File: src/rtl/img_pkg.sv
// Shared constants for the image-pipeline sequencer: default geometry, operation
// indices, sequencer state encoding and mask helpers.
package img_pkg;

   localparam int IMG_ROW_W = 6;
   localparam int IMG_COL_W = 6;
   localparam int IMG_PIX_W = 24;

   localparam int OP_MIRROR = 0;
   localparam int OP_GRAY   = 1;
   localparam int OP_FILTER = 2;
   localparam int N_OPS     = 3;

   typedef logic [2:0] state_t;
   localparam state_t ST_IDLE   = 3'd0;
   localparam state_t ST_LAUNCH = 3'd1;
   localparam state_t ST_RUN    = 3'd2;
   localparam state_t ST_NEXT   = 3'd3;
   localparam state_t ST_FIN    = 3'd4;

   // Index of the lowest requested op; only meaningful when the mask is non-zero.
   function automatic logic [1:0] lowest_op(input logic [2:0] mask);
      if (mask[OP_MIRROR])    return 2'(OP_MIRROR);
      else if (mask[OP_GRAY]) return 2'(OP_GRAY);
      else                    return 2'(OP_FILTER);
   endfunction

   function automatic logic [2:0] ops_above(input logic [2:0] mask, input logic [1:0] cur);
      case (cur)
         2'd0:    return mask & 3'b110;
         2'd1:    return mask & 3'b100;
         default: return 3'b000;
      endcase
   endfunction

endpackage

File: src/rtl/img_port_mux.sv
// Combinational 3:1 grant mux for the shared image-memory port; only the granted
// engine's write enable passes, otherwise the held address/pixel is presented.
module img_port_mux
   import img_pkg::*;
#(
   parameter int ROW_W = IMG_ROW_W,
   parameter int COL_W = IMG_COL_W,
   parameter int PIX_W = IMG_PIX_W
) (
   input  logic [1:0]         sel,
   input  logic               grant,
   input  logic [3*ROW_W-1:0] eng_row,
   input  logic [3*COL_W-1:0] eng_col,
   input  logic [2:0]         eng_we,
   input  logic [3*PIX_W-1:0] eng_pix,
   input  logic [ROW_W-1:0]   hold_row,
   input  logic [COL_W-1:0]   hold_col,
   input  logic [PIX_W-1:0]   hold_pix,
   output logic [ROW_W-1:0]   mem_row,
   output logic [COL_W-1:0]   mem_col,
   output logic               mem_we,
   output logic [PIX_W-1:0]   mem_pix
);

   always_comb begin
      // NOTE: every output gets a default before the loop so no path infers a latch.
      mem_row = hold_row;
      mem_col = hold_col;
      mem_pix = hold_pix;
      mem_we  = 1'b0;
      for (int i = 0; i < N_OPS; i++) begin
         if (grant && sel == 2'(i)) begin
            mem_row = eng_row[i*ROW_W +: ROW_W];
            mem_col = eng_col[i*COL_W +: COL_W];
            mem_pix = eng_pix[i*PIX_W +: PIX_W];
            mem_we  = eng_we[i];
         end
      end
   end

endmodule

File: src/rtl/img_op_sequencer.sv
// Runs the selected ops in order mirror -> gray -> filter, one engine at a time, owning
// the shared memory port. Optional per-op watchdog enabled by defining IMG_WDOG_EN.
module img_op_sequencer
   import img_pkg::*;
#(
   parameter int ROW_W = IMG_ROW_W,
   parameter int COL_W = IMG_COL_W,
   parameter int PIX_W = IMG_PIX_W
`ifdef IMG_WDOG_EN
   ,
   parameter int unsigned TIMEOUT_CYC = 65536
`endif
) (
   input  logic               clk,
   input  logic               rst_n,
   input  logic               start,
   input  logic [2:0]         op_mask,
   output logic [2:0]         eng_start,
   input  logic [2:0]         eng_done,
   input  logic [3*ROW_W-1:0] eng_row,
   input  logic [3*COL_W-1:0] eng_col,
   input  logic [2:0]         eng_we,
   input  logic [3*PIX_W-1:0] eng_pix,
   output logic [ROW_W-1:0]   mem_row,
   output logic [COL_W-1:0]   mem_col,
   output logic               mem_we,
   output logic [PIX_W-1:0]   mem_pix,
   output logic               busy,
   output logic               mirror_done,
   output logic               gray_done,
   output logic               filter_done,
   output logic               seq_done,
   output logic               wdog_err
);

   state_t             state, state_nxt;
   logic [2:0]         mask_q;
   logic [1:0]         cur;
   logic               armed;
   logic [2:0]         flags;
   logic [ROW_W-1:0]   row_q;
   logic [COL_W-1:0]   col_q;
   logic [PIX_W-1:0]   pix_q;
   logic               done_cur;
   logic               op_complete;
   logic               timeout;

   assign done_cur    = eng_done[cur];
   assign op_complete = armed && done_cur;

`ifdef IMG_WDOG_EN
   logic [16:0] wdog_cnt;
   logic        wdog_q;

   assign timeout  = (state == ST_RUN) && (wdog_cnt == 17'(TIMEOUT_CYC));
   assign wdog_err = wdog_q;

   always_ff @(posedge clk or negedge rst_n) begin
      if (!rst_n) begin
         wdog_cnt <= '0;
         wdog_q   <= 1'b0;
      end else begin
         if (state == ST_IDLE && start) wdog_q <= 1'b0;
         if (state == ST_LAUNCH) wdog_cnt <= '0;
         else if (state == ST_RUN) wdog_cnt <= wdog_cnt + 17'd1;
         if (timeout && !op_complete) wdog_q <= 1'b1;
      end
   end
`else
   assign timeout  = 1'b0;
   assign wdog_err = 1'b0;
`endif

   // NOTE: state and datapath registers use non-blocking assignments so every
   // flop samples pre-edge values regardless of block ordering.
   always_ff @(posedge clk or negedge rst_n) begin
      if (!rst_n) state <= ST_IDLE;
      else        state <= state_nxt;
   end

   always_comb begin
      state_nxt = state;
      case (state)
         ST_IDLE:   if (start) state_nxt = (op_mask == 3'b000) ? ST_FIN : ST_LAUNCH;
         ST_LAUNCH: state_nxt = ST_RUN;
         ST_RUN: begin
            if (op_complete)  state_nxt = ST_NEXT;
            else if (timeout) state_nxt = ST_FIN;
         end
         ST_NEXT:   state_nxt = (ops_above(mask_q, cur) != 3'b000) ? ST_LAUNCH : ST_FIN;
         ST_FIN:    state_nxt = ST_IDLE;
         default:   state_nxt = ST_IDLE;
      endcase
   end

   // Armed guards against a done level left high by the engine's previous run.
   always_ff @(posedge clk or negedge rst_n) begin
      if (!rst_n) begin
         mask_q <= '0;
         cur    <= '0;
         armed  <= 1'b0;
         flags  <= '0;
      end else begin
         case (state)
            ST_IDLE: if (start) begin
               mask_q <= op_mask;
               flags  <= '0;
               cur    <= lowest_op(op_mask);
            end
            ST_LAUNCH: armed <= 1'b0;
            ST_RUN: begin
               if (!done_cur)   armed      <= 1'b1;
               if (op_complete) flags[cur] <= 1'b1;
            end
            ST_NEXT: cur <= lowest_op(ops_above(mask_q, cur));
            default: ;
         endcase
      end
   end

   // Last granted address/pixel, presented while no engine owns the port.
   always_ff @(posedge clk or negedge rst_n) begin
      if (!rst_n) begin
         row_q <= '0;
         col_q <= '0;
         pix_q <= '0;
      end else if (state == ST_RUN) begin
         row_q <= mem_row;
         col_q <= mem_col;
         pix_q <= mem_pix;
      end
   end

   always_comb begin
      eng_start = 3'b000;
      if (state == ST_LAUNCH) eng_start[cur] = 1'b1;
   end

   assign busy        = (state != ST_IDLE);
   assign seq_done    = (state == ST_FIN);
   assign mirror_done = flags[OP_MIRROR];
   assign gray_done   = flags[OP_GRAY];
   assign filter_done = flags[OP_FILTER];

   img_port_mux #(
      .ROW_W (ROW_W),
      .COL_W (COL_W),
      .PIX_W (PIX_W)
   ) u_port_mux (
      .sel      (cur),
      .grant    (state == ST_RUN),
      .eng_row  (eng_row),
      .eng_col  (eng_col),
      .eng_we   (eng_we),
      .eng_pix  (eng_pix),
      .hold_row (row_q),
      .hold_col (col_q),
      .hold_pix (pix_q),
      .mem_row  (mem_row),
      .mem_col  (mem_col),
      .mem_we   (mem_we),
      .mem_pix  (mem_pix)
   );

endmodule

File: config.mk
export PLATFORM = sky130hd
export DESIGN_NAME = img_op_sequencer
export DESIGN_NICKNAME = d
export VERILOG_FILES = /design/src/rtl/img_pkg.sv /design/src/rtl/img_port_mux.sv /design/src/rtl/img_op_sequencer.sv
export SDC_FILE = /design/constraint.sdc
export NUM_CORES = 1
export LEC_CHECK = 0
export BUFFER_PORTS_ARGS = -buffer_cell sky130_fd_sc_hd__buf_2
export CAP_MARGIN = 30
export CORE_ASPECT_RATIO = 0.75
export CORE_UTILIZATION = 36
export CTS_CLUSTER_SIZE = 20
export DETAILED_ROUTE_END_ITERATION = 8
export SYNTH_ARGS = -nofsm -noshare
export SYNTH_HDL_FRONTEND = slang
export SYNTH_HIERARCHICAL = 1
export SYNTH_SLANG_ARGS = --single-unit
File: constraint.sdc
create_clock -name clk -period 2.35 [get_ports clk]
set_input_delay 0.47 -clock clk [delete_from_list [all_inputs] [get_ports clk]]
set_output_delay 0.47 -clock clk [all_outputs]
set_load 0.005 [all_outputs]
==> impl_metrics.toml <==
[floorplan]
rows = 30
start_util_pct = 37.7
die-height_um = 87.0
die_w_um = 115
ioPinCount = 166
core_area_um2 = 9200
die_area_um2 = 10000

[place]
port_buffers = 164
post_dp_cell_area_um2 = 4390
dp.cells = 624
hpwl_um = 6970
place_congestion = 0.768

[global_route]
grt-ovfl-total = 0
grt_first_pass_wirelength_um = 15400
grt_max_degree = 39
antenna_found_initial = 0
grt.total_usage_pct = 19.7
grt_pass1_vias = 3199

[clock_tree]
cts_tree = "built"
clock_latency_ps = 280
root_buffer = "clkbuf_16"
cts_inserted_buffers = 5
htreeDepth = 2
path_clk_slew_ps = 70
cts.sinks = 47
cts_hold_buf = 0
cts_max_path_buffers = 2

[power_and_ir_drop]
power.share.switching_pct = 39.4
ir_drop_mv = 0.569
p_sw_mw = 2.86
internal-power_mw = 4.40
power_density_nw_per_um2 = 1540
p_seq_share_pct = 21.8
p_clk_share_pct = 10.2
power_frac_comb_pct = 68.0
leakagePower_nw = 2.54
total_power_mw = 7.26

[sta]
grt_setup_unrepaired = "yes"
finalHoldViolCount = 0
fmax_ghz = 0.434
fin_crit_ps = 2300
finalClockSkew_ps = 6.20
hold_ws_ps = 44.8
slew_viol_final = 0
finalSetupViolCount = 0
fin_crit_sh_pct = 98.0

[synthesis]
seq_area_frac_synth_pct = 33.9
synth_cell_types = 34
yosys.area.top_type = "dfrtp_1"
synth_area_um2 = 3470
synth_edf_count = 0
async_flop_share_pct = 100
synth_flop_cell = "dfrtp_1"
ys_warn_count = 6
netlist_instances = 351
ys_top_cells_by_area = "dfrtp_1, mux2_2, mux2i_1"
syn_nets = 471
syn_avg_cell_area_um2 = 9.88
ys_seq_elements = 47
synth_top_area_share_pct = 33.9

[finish]
regArea_um2 = 1180
num-nets-final = 632
multi_input_area_um2 = 1940
instances_no_fill = 641
nFillCells = 869
area_delta_synth_final_pct = 35.6
finalInstanceArea_um2 = 4700
insertedDiodeCount = 0
finish.utilization_pct = 51.2
drive_above_1_share_pct = 47.2

[route]
drt_iter0_drc = 163
via_count = 3322
wl_per_cell_um = 15.2
wirelength_um = 9720
drc_errors = 0
ant_nets = 0
first_pass_iters = 4
viasPerCell = 5.18

[setup_path]
crit_chain = "nor3b_4 > nor2b_4 > bufbuf_16 > a22o_1 > a21o_1 > buf_2"
worstSetupPathType = "reg2out"
max_stage_delay_ps = 430
worst_ep_arrival_time_ps = 1830
critPathSlowestCell = "dfrtp_2"
worstPathRequired_ps = 1880
start_kind = "flop"
path_max_fanout = 9
endpoint_kind = "primary output"

[run]
drv_cap = 0

[min_path]
min_path_type = "in2async"

[run_status]
status = "completed"
-- layout make-up --
class                           instances  area share, %
Timing Repair Buffer                  188           23.8
Tap cell                              128           3.40
Clock buffer                            8           3.32
Sequential cell                        47           25.1
Multi-Input combinational cell        231           41.2
Inverter                               39           3.11
-- power by group through the flow --
stage	registers, mW	clock network [mW]	logic (mW)
2_1_floorplan	1.47	0	3.41
3_3_place_gp	1.65	0	4.47
3_5_place_dp	1.67	0	4.57
4_1_cts	1.62	0.764	4.81
5_1_grt	1.65	0.812	5.40
6_report	1.58	0.742	4.94
-- timing repair --
action                     4_1_cts  5_1_grt
pin swaps                        1        1
buffers inserted                 3        5
gates cloned                     1        0
setup endpoints to repair       36       36
resized for setup                9        3
-- per-layer routing --
metal	GRT usage (%)	wire (um)
met1	26.0	4450
met2	33.5	4540
met3	4.45	689
met4	3.19	44
met5	0	0
-- per-stage QoR --
stage	setup TNS [ps]	setup slack, ps
after global placement	0	253
after CTS	0	3.76
after global routing	-329	-24.5
after floorplan	0	275
final	0	47.0
after detailed placement	0	223
-- critical path, delay by kind of cell, from the launching register on --
family	cells	cell delay, ps
AO/OA/AOI/OAI	2	260
buffers and inverters	2	410
flip-flops	1	430
AND/OR/NAND/NOR	2	460
-- registers in the layout (all words and copies together), names as in the netlist --
register,flops
col_q,6
cur,2
pix_q,24
mask_q,2
armed,1
state,3
row_q,6
flags,3
-- synthesized netlist by cell type, types with 2 or more instances --
| master | count |
|---|---|
| dfrtp_1 | 47 |
| buf_2 | 20 |
| and2_1 | 2 |
| inv_1 | 39 |
| buf_4 | 2 |
| a21o_1 | 36 |
| a22o_1 | 37 |
| nor3b_2 | 2 |
| o22ai_1 | 36 |
| nand2_1 | 5 |
| or3_1 | 2 |
| nor3_1 | 4 |
| nor2_1 | 6 |
| mux2i_1 | 39 |
| buf_6 | 9 |
| nand3b_1 | 3 |
| o21ai_0 | 2 |
| nor2b_1 | 2 |
| o22a_1 | 2 |
| mux2_2 | 38 |
| clkbuf_1 | 3 |
| a21oi_1 | 3 |
-- cells in the final DEF (no fill, tap or decap), types with 3 or more instances in the layout --
| cell | Yosys | layout |
|---|---|---|
| clkbuf_16 | 0 | 5 |
| a21o_1 | 36 | 36 |
| mux2i_1 | 39 | 39 |
| buf_2 | 20 | 164 |
| a21oi_1 | 3 | 3 |
| buf_4 | 2 | 14 |
| inv_1 | 39 | 39 |
| nand3b_1 | 3 | 3 |
| o22ai_1 | 36 | 35 |
| mux2_2 | 38 | 38 |
| nor2_1 | 6 | 6 |
| buf_12 | 0 | 6 |
| nor3_1 | 4 | 4 |
| nand2_1 | 5 | 5 |
| dfrtp_1 | 47 | 44 |
| a22o_1 | 37 | 37 |
-- logic make-up (layout without fill, tap and decap cells) --
family / count (synthesis) / count (layout) / share of synthesized area (%)
flip-flops: 47 / 47 / 33.9
AND/OR/NAND/NOR: 30 / 30 / 5.19
XOR/XNOR: 1 / 1 / 0.252
other: 1 / 1 / 0.108
buffers and inverters: 73 / 235 / 10.8
multiplexers: 77 / 77 / 23.6
AO/OA/AOI/OAI: 122 / 122 / 26.2
-- worst paths after layout --
| check | from | to | slack, ps | cells past startpoint |
|---|---|---|---|---|
| worst max-delay path | state[2] | mem_pix[18] | 50 | 6 |
| worst min-delay path | rst_n | flags[1] | 40 | 1 |
| worst max register to register | state[2] | pix_q[19] | 450 | 7 |
| worst min register to register | flags[1] | flags[1] | 490 | 2 |
| max in group asynchronous | rst_n | cur[0] | 1750 | 2 |
| min in group clk | op_mask[2] | mask_q[2] | 460 | 2 |
(Power assumes the default switching activity.)
